**config.mk**
```make
export PLATFORM = sky130hd
export DESIGN_NAME = writeback_scoreboard
export DESIGN_NICKNAME = d
export VERILOG_FILES = /design/src/rtl/writeback_scoreboard.sv
export SDC_FILE = /design/constraint.sdc
export NUM_CORES = 1
export LEC_CHECK = 0
export ABC_AREA = 1
export BUFFER_PORTS_ARGS = -buffer_cell sky130_fd_sc_hd__buf_2
export CORE_MARGIN = 5
export CORE_UTILIZATION = 45
export DETAILED_ROUTE_END_ITERATION = 8
export PLACE_DENSITY = 0.85
export RECOVER_POWER = 100
export SLEW_MARGIN = 20
export SYNTH_ARGS = -nofsm -noshare
export SYNTH_HDL_FRONTEND = slang
export SYNTH_SLANG_ARGS = --single-unit
```
**constraint.sdc**
```tcl
create_clock -name clk -period 6.3 [get_ports clk]
set_input_delay 0.945 -clock clk [delete_from_list [all_inputs] [get_ports clk]]
set_output_delay 0.945 -clock clk [all_outputs]
set_load 0.02 [all_outputs]
```
**src/rtl/writeback_scoreboard.sv**
```systemverilog
`default_nettype none
// +------------------------------------------------------------------------+
// | writeback_scoreboard                                                   |
// | ALU/LSU writeback arbiter, register-file write port and busy scoreboard|
// | Optional macro: WB_PERF_EN (stall_cycles counter and lsu_stall output) |
// | Revision: 1.0                                                          |
// +------------------------------------------------------------------------+
module writeback_scoreboard #(
   parameter int XLEN  = 32,
   parameter int NREGS = 32
) (
   input  logic             clk,
   input  logic             rst,
   input  logic             iss_valid,
   input  logic [4:0]       iss_rs1,
   input  logic [4:0]       iss_rs2,
   input  logic             iss_use_rs1,
   input  logic             iss_use_rs2,
   input  logic [4:0]       iss_rd,
   input  logic             iss_wr,
   output logic             iss_ready,
   input  logic             alu_valid,
   input  logic [4:0]       alu_rd,
   input  logic [XLEN-1:0]  alu_data,
   input  logic             lsu_valid,
   input  logic [4:0]       lsu_rd,
   input  logic [XLEN-1:0]  lsu_data,
   output logic             lsu_ready,
   output logic             rf_we,
   output logic [4:0]       rf_rd,
   output logic [XLEN-1:0]  rf_wdata,
   output logic [NREGS-1:0] busy,
   output logic             wb_err
`ifdef WB_PERF_EN
  ,output logic [31:0]      stall_cycles,
   output logic             lsu_stall
`endif
);

   logic [NREGS-1:0] busy_q, busy_d;
   logic             rf_we_q, rf_we_d;
   logic [4:0]       rf_rd_q, rf_rd_d;
   logic [XLEN-1:0]  rf_wdata_q, rf_wdata_d;
   logic             wb_err_q, wb_err_d;

   logic             hazard;
   logic             iss_fire;
   logic             wb_valid;
   logic [4:0]       wb_rd;
   logic [XLEN-1:0]  wb_data;

   // busy_q[0] is never set, so x0 reads as not busy without extra masking.
   always_comb begin
      hazard    = (iss_use_rs1 & busy_q[iss_rs1])
                | (iss_use_rs2 & busy_q[iss_rs2])
                | (iss_wr      & busy_q[iss_rd]);
      iss_ready = !rst && !hazard;
      lsu_ready = !rst && !alu_valid;
      iss_fire  = iss_valid & iss_ready;

      wb_valid  = alu_valid | lsu_valid;
      wb_rd     = alu_valid ? alu_rd   : lsu_rd;
      wb_data   = alu_valid ? alu_data : lsu_data;

      rf_we_d    = wb_valid && (wb_rd != 5'd0);
      rf_rd_d    = wb_valid ? wb_rd   : rf_rd_q;
      rf_wdata_d = wb_valid ? wb_data : rf_wdata_q;

      wb_err_d  = wb_err_q | (rf_we_d & !busy_q[wb_rd]);

      // Clear lands on the edge that commits the write; set and clear never collide (WAW stall).
      busy_d = busy_q;
      if (rf_we_q) begin
         busy_d[rf_rd_q] = 1'b0;
      end
      if (iss_fire && iss_wr) begin
         busy_d[iss_rd] = 1'b1;
      end
      busy_d[0] = 1'b0;
   end

   always_ff @(posedge clk or posedge rst) begin
      if (rst) begin
         busy_q     <= '0;
         rf_we_q    <= 1'b0;
         rf_rd_q    <= 5'd0;
         rf_wdata_q <= '0;
         wb_err_q   <= 1'b0;
      end else begin
         busy_q     <= busy_d;
         rf_we_q    <= rf_we_d;
         rf_rd_q    <= rf_rd_d;
         rf_wdata_q <= rf_wdata_d;
         wb_err_q   <= wb_err_d;
      end
   end

   assign busy     = busy_q;
   assign rf_we    = rf_we_q;
   assign rf_rd    = rf_rd_q;
   assign rf_wdata = rf_wdata_q;
   assign wb_err   = wb_err_q;

`ifdef WB_PERF_EN
   logic [31:0] stall_cnt_q, stall_cnt_d;

   always_comb begin
      stall_cnt_d = stall_cnt_q;
      if (iss_valid && !iss_ready && (stall_cnt_q != 32'hFFFF_FFFF)) begin
         stall_cnt_d = stall_cnt_q + 32'd1;
      end
   end

   always_ff @(posedge clk or posedge rst) begin
      if (rst) begin
         stall_cnt_q <= 32'd0;
      end else begin
         stall_cnt_q <= stall_cnt_d;
      end
   end

   assign stall_cycles = stall_cnt_q;
   assign lsu_stall    = lsu_valid & !lsu_ready;
`endif

endmodule
`default_nettype wire

```
# Word-level counts from Yosys, hierarchy flattened
# Cells that the tools add are included.
[word_totals] input_bits=97 out_inout_bits=73 wordCells=51 ff_bits=70
[classes] bitwise=12 n_mux=16 magnitude_cmp=7 reduce_logical=11
[ops] operator="$mux W32" n=3
[ops] operator="$and A32 B32 Y32" n=1
[ops] operator="$not A32 Y32" n=1
[ops] operator="$or A32 B32 Y32" n=1
[ops] operator="$lt A5 B6 Y1 const B" n=5
[ops] operator="$bmux W1 S5" n=4
[ops] operator="$demux W1 S5" n=2
[ops] operator="$ge A5 B1 Y1 const B" n=2
[ops] operator="$logic_and A1 B1 Y1" n=6
[ops] operator="$mux W1" n=6
[ops] operator="$and A1 B1 Y1" n=5
[ops] operator="$mux W5" n=1
[ops] operator="$reduce_bool A5 Y1" n=1
[ops] operator="$logic_not A1 Y1" n=4
[ops] operator="$or A1 B1 Y1" n=4

# Depth between registers and ports, before layout
# Gate-level depths: netlist (run 1).
[logic_depth] depth_word=10 depth_mapped=16

# Least setup slack after synthesis (run 1)
# Ideal clock, no wire load.
[synth_timing] kind="in2out" from="input port rst" to="output port iss_ready" path_buffers=0 slack_ns=2.171 path_stages=4 required_time_ns=5.355 arrival_ns=3.184 cell_sequence="inv_1 -> nand2_1 -> nor2_4 -> and2_1"
[synth_via] elab_chain_cells=2
[synth_rtl] item="from (decl)" line_no="13" text="input logic rst,"
[synth_rtl] item="$logic_not A1 Y1 (no source line)"
[synth_rtl] item="$logic_and A1 B1 Y1" line_no="57" text="iss_ready = !rst && !hazard;"
[synth_rtl] item="to (decl)" line_no="21" text="output logic iss_ready,"
# No other way between the ends.

# Worst setup path in the final report (run 1)
[layout_timing] from="input port iss_rd[0]" to="output port iss_ready"
[layout_via] elab_chain_cells=6
[layout_rtl] item="from (decl)" line_no="19" text="input logic [4:0] iss_rd,"
[layout_rtl] item="$bmux W1 S5" line_no="56" text="| (iss_wr & busy_q[iss_rd]);"
[layout_rtl] item="$mux W1 (not written as such)" line_no="56"
[layout_rtl] item="$and A1 B1 Y1" line_no="56"
[layout_rtl] item="$or A1 B1 Y1" line_no="56"
[layout_rtl] item="$logic_not A1 Y1" line_no="57"
[layout_rtl] item="$logic_and A1 B1 Y1" line_no="57"
# No other way between the ends. The select of a mux whose other input is x is not followed.

==> impl_results.md, run 1 <==
* Syn avg cell area at 6.52 µm²
* Sum of negative setup slack at 0 ps
* Power density over the cells at 324 mW/mm²
* Class of the most critical setup path: in2out
* Share of post-route cells with drive strength above 1 at 13.6%
* Gate count after technology mapping at 724
* Commonest register cell after synthesis: sky130_fd_sc_hd__dfrtp_1
* Area of the mapped netlist at 0.00472 mm²
* Portion of the post-synthesis area used by sequential elements at 37.1%
* Most area-consuming cells after synthesis: sky130_fd_sc_hd__dfrtp_1 37%, sky130_fd_sc_hd__nand2_1 19%, sky130_fd_sc_hd__nand3_1 13%
* Signed area change from the synthesized netlist to the final layout at 18.7%
* Via count of the routed design at 5557
* Buffers on Ports at 168
* Hold_ws at 481 ps
* Number of max-slew violations in the final report at 147
* Final std cells w/o fill at 1004
* Routability congestion estimate at 1.02
* Routed wirelength normalized by instance count at 16.6 µm
* Worst-case clock buffer depth at 2
* Clock slew at reported path FFs at 90 ps
* Data required time at the worst endpoint at 5350 ps
* Leakage component of the power at 2.77 nW
* Effective utilization at floorplan at 46.0%
* Share of the synthesized area in the top cell type at 37.1%
* Worst min path class: reg2reg
* Timing-limited maximum frequency at 202 MHz
* Antenna Nets Post-Route at 0
* DIE AREA at 0.0126 mm²
* Switching power share of the total at 48.1%
* Combined global-route utilization of all metal layers at 25.4%
* Std cell rows at 37
* Measured slew at the worst slew-check pin at 3680 ps
* Min setup slack post-route at 1350 ps
* Cell internal power dissipation at 0.943 mW
* Commonest non-fill, non-tap cell in the layout: sky130_fd_sc_hd__nand2_1
* Cell chosen for the clock root: sky130_fd_sc_hd__clkbuf_8
* Status: finished with violations
* Pre-CTS setup slack at 2050 ps
* Leading cell types in the layout, fill and taps excluded: 238 x sky130_fd_sc_hd__nand2_1, 122 x sky130_fd_sc_hd__nand3_1, 95 x sky130_fd_sc_hd__buf_2, 75 x sky130_fd_sc_hd__clkbuf_1, 70 x sky130_fd_sc_hd__dfrtp_1
* Number of top-level design ports at 170
* CTS tree: yes
* Post-layout min period at 4950 ps
* Initial DRT Pass Iterations at 7
* Cts-stage hold buffer count at 0
* Number of clock buffers inserted by TritonCTS at 9
* Crit share post-route at 78.5%
* Ys Warns at 0
* Worst-path maximum fanout at 32
* Total Nets Final at 960
* Height of the die at 112 µm
* Clock tree sinks at 70
* Final number of hold-violating endpoints at 0
* Count of state elements after synthesis at 70
* Largest net degree at the start of global routing at 71
* Skew-Pair Late Insertion Delay at 350 ps
* Async set or reset register ratio after synthesis at 100%
* Data arrival time of the worst path at 4000 ps
* Clk pwr share at 20.4%
* Cells after DPL at 988
* Number of cells upsized or downsized after cts at 0
* # H-tree levels at 3
* Global-route wire length before repair at 25900 µm
* Part of the total power dissipated in combinational logic at 37.2%
* Core area at 0.0103 mm²
* P_sw at 0.875 mW
* Finish-stage setup viols at 0
* Number of violations reported at the end of detailed-routing iteration 0 at 710
* Antenna violations before repair at 0
* Count of unresolved DRC violations after routing at 0
* Max-cap check violation count at 3
* DIE WIDTH at 112 µm
* Library cell occupying the most area in the post-synthesis netlist: sky130_fd_sc_hd__dfrtp_1
* Largest clock skew in the final design at 15.6 ps
* RSZ-0062 raised after global routing: false
* Antenna Cells at 0
* Ratio of routed vias to standard cells at 5.53
* Worst-case headroom to the max-slew limit at -145%
* Number of unique standard cell types used by synthesis at 27
* Number of synthesized flops with an enable pin at 0
* Kind of end point of the critical path: primary output
* Net count after synthesis at 821
* Violated checks: capacitance limit, slew limit
* Sequential fraction of design power at 42.4%
* Final WL at 16600 µm
* HPWL after DPL at 12100 µm
* Number of global-route vias before repair at 5064
* Nature of the critical path startpoint: input pin
* Number of buffers added for setup after CTS at 0
* Aggregate global routing overflow at 0
* Worst vdd rail ir drop at 0.000138 V
-- routing by layer --
layer  vias to the layer above  GRT usage, %  part of all wire (%)
met3                        50          3.61                    11
met1                      2539          33.1                    38
met2                       292          42.1                    47
li1                       2676             -                     -
met5                         -             0                     0
met4                         0          11.3                   3.5
-- worst max-delay path, stage by stage --
cell                      delay [ps]
sky130_fd_sc_hd__buf_2           320
sky130_fd_sc_hd__inv_1           310
sky130_fd_sc_hd__nand2_1         120
sky130_fd_sc_hd__nand2_1          60
sky130_fd_sc_hd__nand2_1          60
sky130_fd_sc_hd__nand2_1          50
sky130_fd_sc_hd__nand2_1          60
sky130_fd_sc_hd__nand2_1          50
sky130_fd_sc_hd__nor2_1           90
sky130_fd_sc_hd__nand2_1          50
sky130_fd_sc_hd__nand2_1          90
sky130_fd_sc_hd__nand2_1          60
sky130_fd_sc_hd__nor2_1         1320
sky130_fd_sc_hd__and2_0          240
sky130_fd_sc_hd__buf_2           170
-- power by group through the flow --
stage	logic, mW	clock network, mW	registers (mW)
2_1_floorplan	0.338	0	0.805
4_1_cts	0.706	0.376	0.750
6_report	0.677	0.371	0.770
5_1_grt	0.748	0.395	0.773
3_3_place_gp	0.693	0	0.757
3_5_place_dp	0.703	0	0.759
-- through the flow --
stage               utilization (%)  cell area (µm²)  total power [mW]
finish                         54.6             5610              1.82
global placement               53.6             5510              1.45
detailed placement             53.6             5510              1.46
floorplan                         -             4720              1.14
CTS                            55.5             5700              1.83
global route                   54.6             5610              1.92
-- cells in the mapped netlist (all sizes together) (2+ instances only) --
| master | n |
|---|---|
| nand2 | 238 |
| inv | 59 |
| buf | 31 |
| a21oi | 24 |
| or2 | 2 |
| nand3 | 124 |
| o21ai | 66 |
| nand4 | 31 |
| clkbuf | 11 |
| nor3 | 9 |
| dfrtp | 70 |
| nor2 | 43 |
| o211ai | 10 |
-- kinds of logic (layout without fill, tap and decap cells) --
family / after synthesis / count (layout) / synth area share, %
buffers and inverters: 102 / 246 / 9.99
AO/OA/AOI/OAI: 102 / 102 / 11.5
flip-flops: 70 / 70 / 37.1
AND/OR/NAND/NOR: 449 / 449 / 41.4
other: 1 / 1 / 0.0794
-- final timing paths --
kind,from,to,slack (ps),depth (start not counted)
setup reg to reg,busy[12],busy[19],3320,13
min in group asynchronous,rst,rf_wdata[17],2080,3
max in group asynchronous,rst,busy[21],2140,3
setup / recovery,iss_rd[0],iss_ready,1350,15
hold / removal,wb_err,wb_err,480,1
hold reg to reg,wb_err,wb_err,480,1
-- flip-flops by register name, indices dropped and copies added, names as in the netlist --
signal,flops
rf_rd,5
wb_err,1
rf_we,1
rf_wdata,32
busy,31
-- area by class of cell --
| cell class | count | area [µm²] |
|---|---|---|
| Fill cell | 1094 | 4670 |
| Multi-Input combinational cell | 552 | 2500 |
| Sequential cell | 70 | 1750 |
| Timing Repair Buffer | 170 | 761 |
| Inverter | 60 | 225 |
| Tap cell | 136 | 170 |
| Clock buffer | 10 | 128 |
| Clock inverter | 6 | 71.3 |
(Power assumes the default switching activity.)
==> run 2: changes to the inputs <==
==> constraint.sdc (replaced) <==
create_clock -name clk -period 5 [get_ports clk]
set_input_delay 0.75 -clock clk [delete_from_list [all_inputs] [get_ports clk]]
set_output_delay 0.75 -clock clk [all_outputs]
set_load 0.02 [all_outputs]
==> run 2 against run 1 <==
Against the previous run:
- the flow finishes with violations (DRC, capacitance limit, slew limit)
- via count hardly changed
- die area is the same
- critical path depth stayed put
- sequential power is 27% higher
- non-clock buffer count up 1
==> impl_results.md, run 2 (same netlist as run 1, synthesis figures left out) <==
* Number of buffers added for setup after CTS at 0 (unchanged)
* Aggregate global routing overflow at 0 (unchanged)
* Routed wirelength normalized by instance count at 16.5 µm (was 16.6 µm)
* Power density over the cells at 422 mW/mm² (was 324 mW/mm²)
* Signed area change from the synthesized netlist to the final layout at 19.9% (was 18.7%)
* Antenna Cells at 0 (unchanged)
* Storage element area at 0.00175 mm² (unchanged)
* Cells on worst reg2reg path at 11 (was 13)
* End point of the worst hold path: rf_wdata[1] (was wb_err)
* Leading cell types in the layout, fill and taps excluded: 238 x sky130_fd_sc_hd__nand2_1, 123 x sky130_fd_sc_hd__nand3_1, 95 x sky130_fd_sc_hd__buf_2, 73 x sky130_fd_sc_hd__clkbuf_1, 70 x sky130_fd_sc_hd__dfrtp_1 (was 238 x sky130_fd_sc_hd__nand2_1, 122 x sky130_fd_sc_hd__nand3_1, 95 x sky130_fd_sc_hd__buf_2, 75 x sky130_fd_sc_hd__clkbuf_1, 70 x sky130_fd_sc_hd__dfrtp_1)
* Number of clock buffers inserted by TritonCTS at 9 (unchanged)
* RSZ-0062 raised after global routing: false (unchanged)
* Cell type of the slowest stage on the worst timing path: sky130_fd_sc_hd__clkbuf_1 (was sky130_fd_sc_hd__nor2_1)
* Data required time at the worst endpoint at 4250 ps (was 5350 ps)
* Measured slew at the worst slew-check pin at 1710 ps (was 3680 ps)
* DIE AREA at 0.0126 mm² (unchanged)
* Global-route wire length before repair at 26200 µm (was 25900 µm)
* Cell chosen for the clock root: sky130_fd_sc_hd__clkbuf_8 (unchanged)
* Worst-case headroom to the max-slew limit at -13.7% (was -145%)
* Number of global-route vias before repair at 5076 (was 5064)
* Area of combinational cells with multiple inputs at 0.00250 mm² (about the same)
* HPWL after DPL at 11900 µm (was 12100 µm)
* Number of flip-flops under the largest register name at 32 (unchanged)
* Combined global-route utilization of all metal layers at 25.6% (was 25.4%)
* Largest net degree at the start of global routing at 71 (unchanged)
* Clock tree sinks at 70 (unchanged)
* Antenna Nets Post-Route at 0 (unchanged)
* Kind of end point of the critical path: primary output (unchanged)
* Post-layout min period at 3960 ps
* Timing-limited maximum frequency at 253 MHz
* # H-tree levels at 3 (unchanged)
* Initial DRT Pass Iterations at 9 (was 7)
* Finish-stage setup viols at 0 (unchanged)
* Min-delay src: rf_wdata[1] (was wb_err)
* Cts-stage hold buffer count at 0 (unchanged)
* Critical R2R Launch: busy[16] (was busy[12])
* Largest clock skew in the final design at 10.4 ps (was 15.6 ps)
* DIE WIDTH at 112 µm (unchanged)
* Std cell rows at 37 (unchanged)
* Core area at 0.0103 mm² (unchanged)
* Final WL at 16600 µm (about the same)
* Sum of negative setup slack at 0 ps (unchanged)
* Violated checks: DRC, capacitance limit, slew limit (was capacitance limit, slew limit)
* Nature of the critical path startpoint: input pin (unchanged)
* Reg-to-reg slack, setup at 2870 ps (was 3320 ps)
* Number of cells upsized or downsized after cts at 0 (unchanged)
* CP cell instances: clkbuf_1, inv_2, nand2_1, nand2_1, nand2_1, nand2_1, nand2_1, nand2_1, nor2_1, nand2_1, nand2_1, nand2_1, nor2_4, and2_0, buf_2 (was buf_2, inv_1, nand2_1, nand2_1, nand2_1, nand2_1, nand2_1, nand2_1, nor2_1, nand2_1, nand2_1, nand2_1, nor2_1, and2_0, buf_2)
* Buffers on Ports at 168 (unchanged)
* Clock slew at reported path FFs at 80 ps (was 90 ps)
* Number of top-level design ports at 170 (unchanged)
* Skew-Pair Late Insertion Delay at 350 ps (about the same)
* Leakage component of the power at 2.80 nW (was 2.77 nW)
* Height of the die at 112 µm (unchanged)
* Max incr delay on CP at 620 ps (was 1320 ps)
* Commonest non-fill, non-tap cell in the layout: sky130_fd_sc_hd__nand2_1 (unchanged)
* Total of fill cells in the finished design at 1066 (was 1094)
* Effective utilization at floorplan at 46.0% (unchanged)
* Final number of hold-violating endpoints at 0 (unchanged)
* CTS tree: yes (unchanged)
* Crit share post-route at 79.2%
* Hold_ws at 481 ps (about the same)
* Worst min path class: reg2reg (unchanged)
* Count of unresolved DRC violations after routing at 2 (was 0)
* Share of post-route cells with drive strength above 1 at 13.9% (was 13.6%)
* Number of violations reported at the end of detailed-routing iteration 0 at 676 (was 710)
* Number of max-slew violations in the final report at 71 (was 147)
* Max-cap check violation count at 1 (was 3)
* Class of the most critical setup path: in2out (unchanged)
* Total Nets Final at 961 (was 960)
* Worst vdd rail ir drop at 0.000194 V (was 0.000138 V)
* Status: finished with violations (unchanged)
* Cell seen most often among critical-path stages: sky130_fd_sc_hd__nand2_1 (unchanged)
* Routability congestion estimate at 0.986 (was 1.02)
* Instance count along the most critical hold path at 2 (was 1)
* Antenna violations before repair at 0 (unchanged)
* Ratio of routed vias to standard cells at 5.53 (about the same)
* Worst-case clock buffer depth at 2 (unchanged)
* Worst-path maximum fanout at 32 (unchanged)
* Via count of the routed design at 5555 (was 5557)
* Reg-to-reg endpoint: busy[2] (was busy[19])
* Data arrival time of the worst path at 3210 ps (was 4000 ps)
run 2: area by class of cell:
cell class              count  share of cell area [%]
repair buffers            171                    13.6
multi-input cells         552                    44.2
flip-flops and latches     70                    30.9
inverters                  60                    3.98
well taps                 136                    3.00
clock inverters             5                    1.88
clock buffers              10                    2.43
run 2: stage by stage:
step                      std cells  area [µm²]  utilization, %  power (mW)  setup slack [ps]
final                          1004        5660            55.1        2.39              1040
after global routing           1004        5660            55.1        2.53               723
after CTS                      1004        5760            56.0        2.41              1470
after detailed placement        989        5510            53.6        1.84              1470
after global placement          989        5510            53.6        1.83              1540
after floorplan                 724        4720               -        1.44              1260
run 2: worst max-delay path: cells and delay by family:
family / cells / cell delay [ps]
AND/OR/NAND/NOR: 12 / 1380
buffers and inverters: 3 / 1060
run 2: routing by layer:
metal  track usage [%]  wire (µm)  up-vias  part of all wire [%]
met5                 0          0        -                     0
met1              32.9       6580     2510                    40
met3              7.28       1680       59                    10
met4              10.5        720        0                   4.3
li1                  -          -     2681                     -
met2              40.7       7580      305                    46
run 2: how the worst max path moves through the flow:
stage | slack [ps] | cells after the start | start | endpoint
global route | 720 | 15 | iss_rd[0] | iss_ready
detailed placement | 1470 | 15 | iss_rd[0] | iss_ready
floorplan | 1260 | 4 | rst | iss_ready
finish | 1040 | 15 | iss_rd[0] | iss_ready
global placement | 1540 | 15 | iss_rd[0] | iss_ready
CTS | 1470 | 15 | iss_rd[0] | iss_ready
run 2: where the power goes:
part | switching [mW] | internal, mW | total [mW]
sequential | 0.277 | 0.701 | 0.978
clock | 0.223 | 0.344 | 0.567
combinational | 0.594 | 0.254 | 0.848
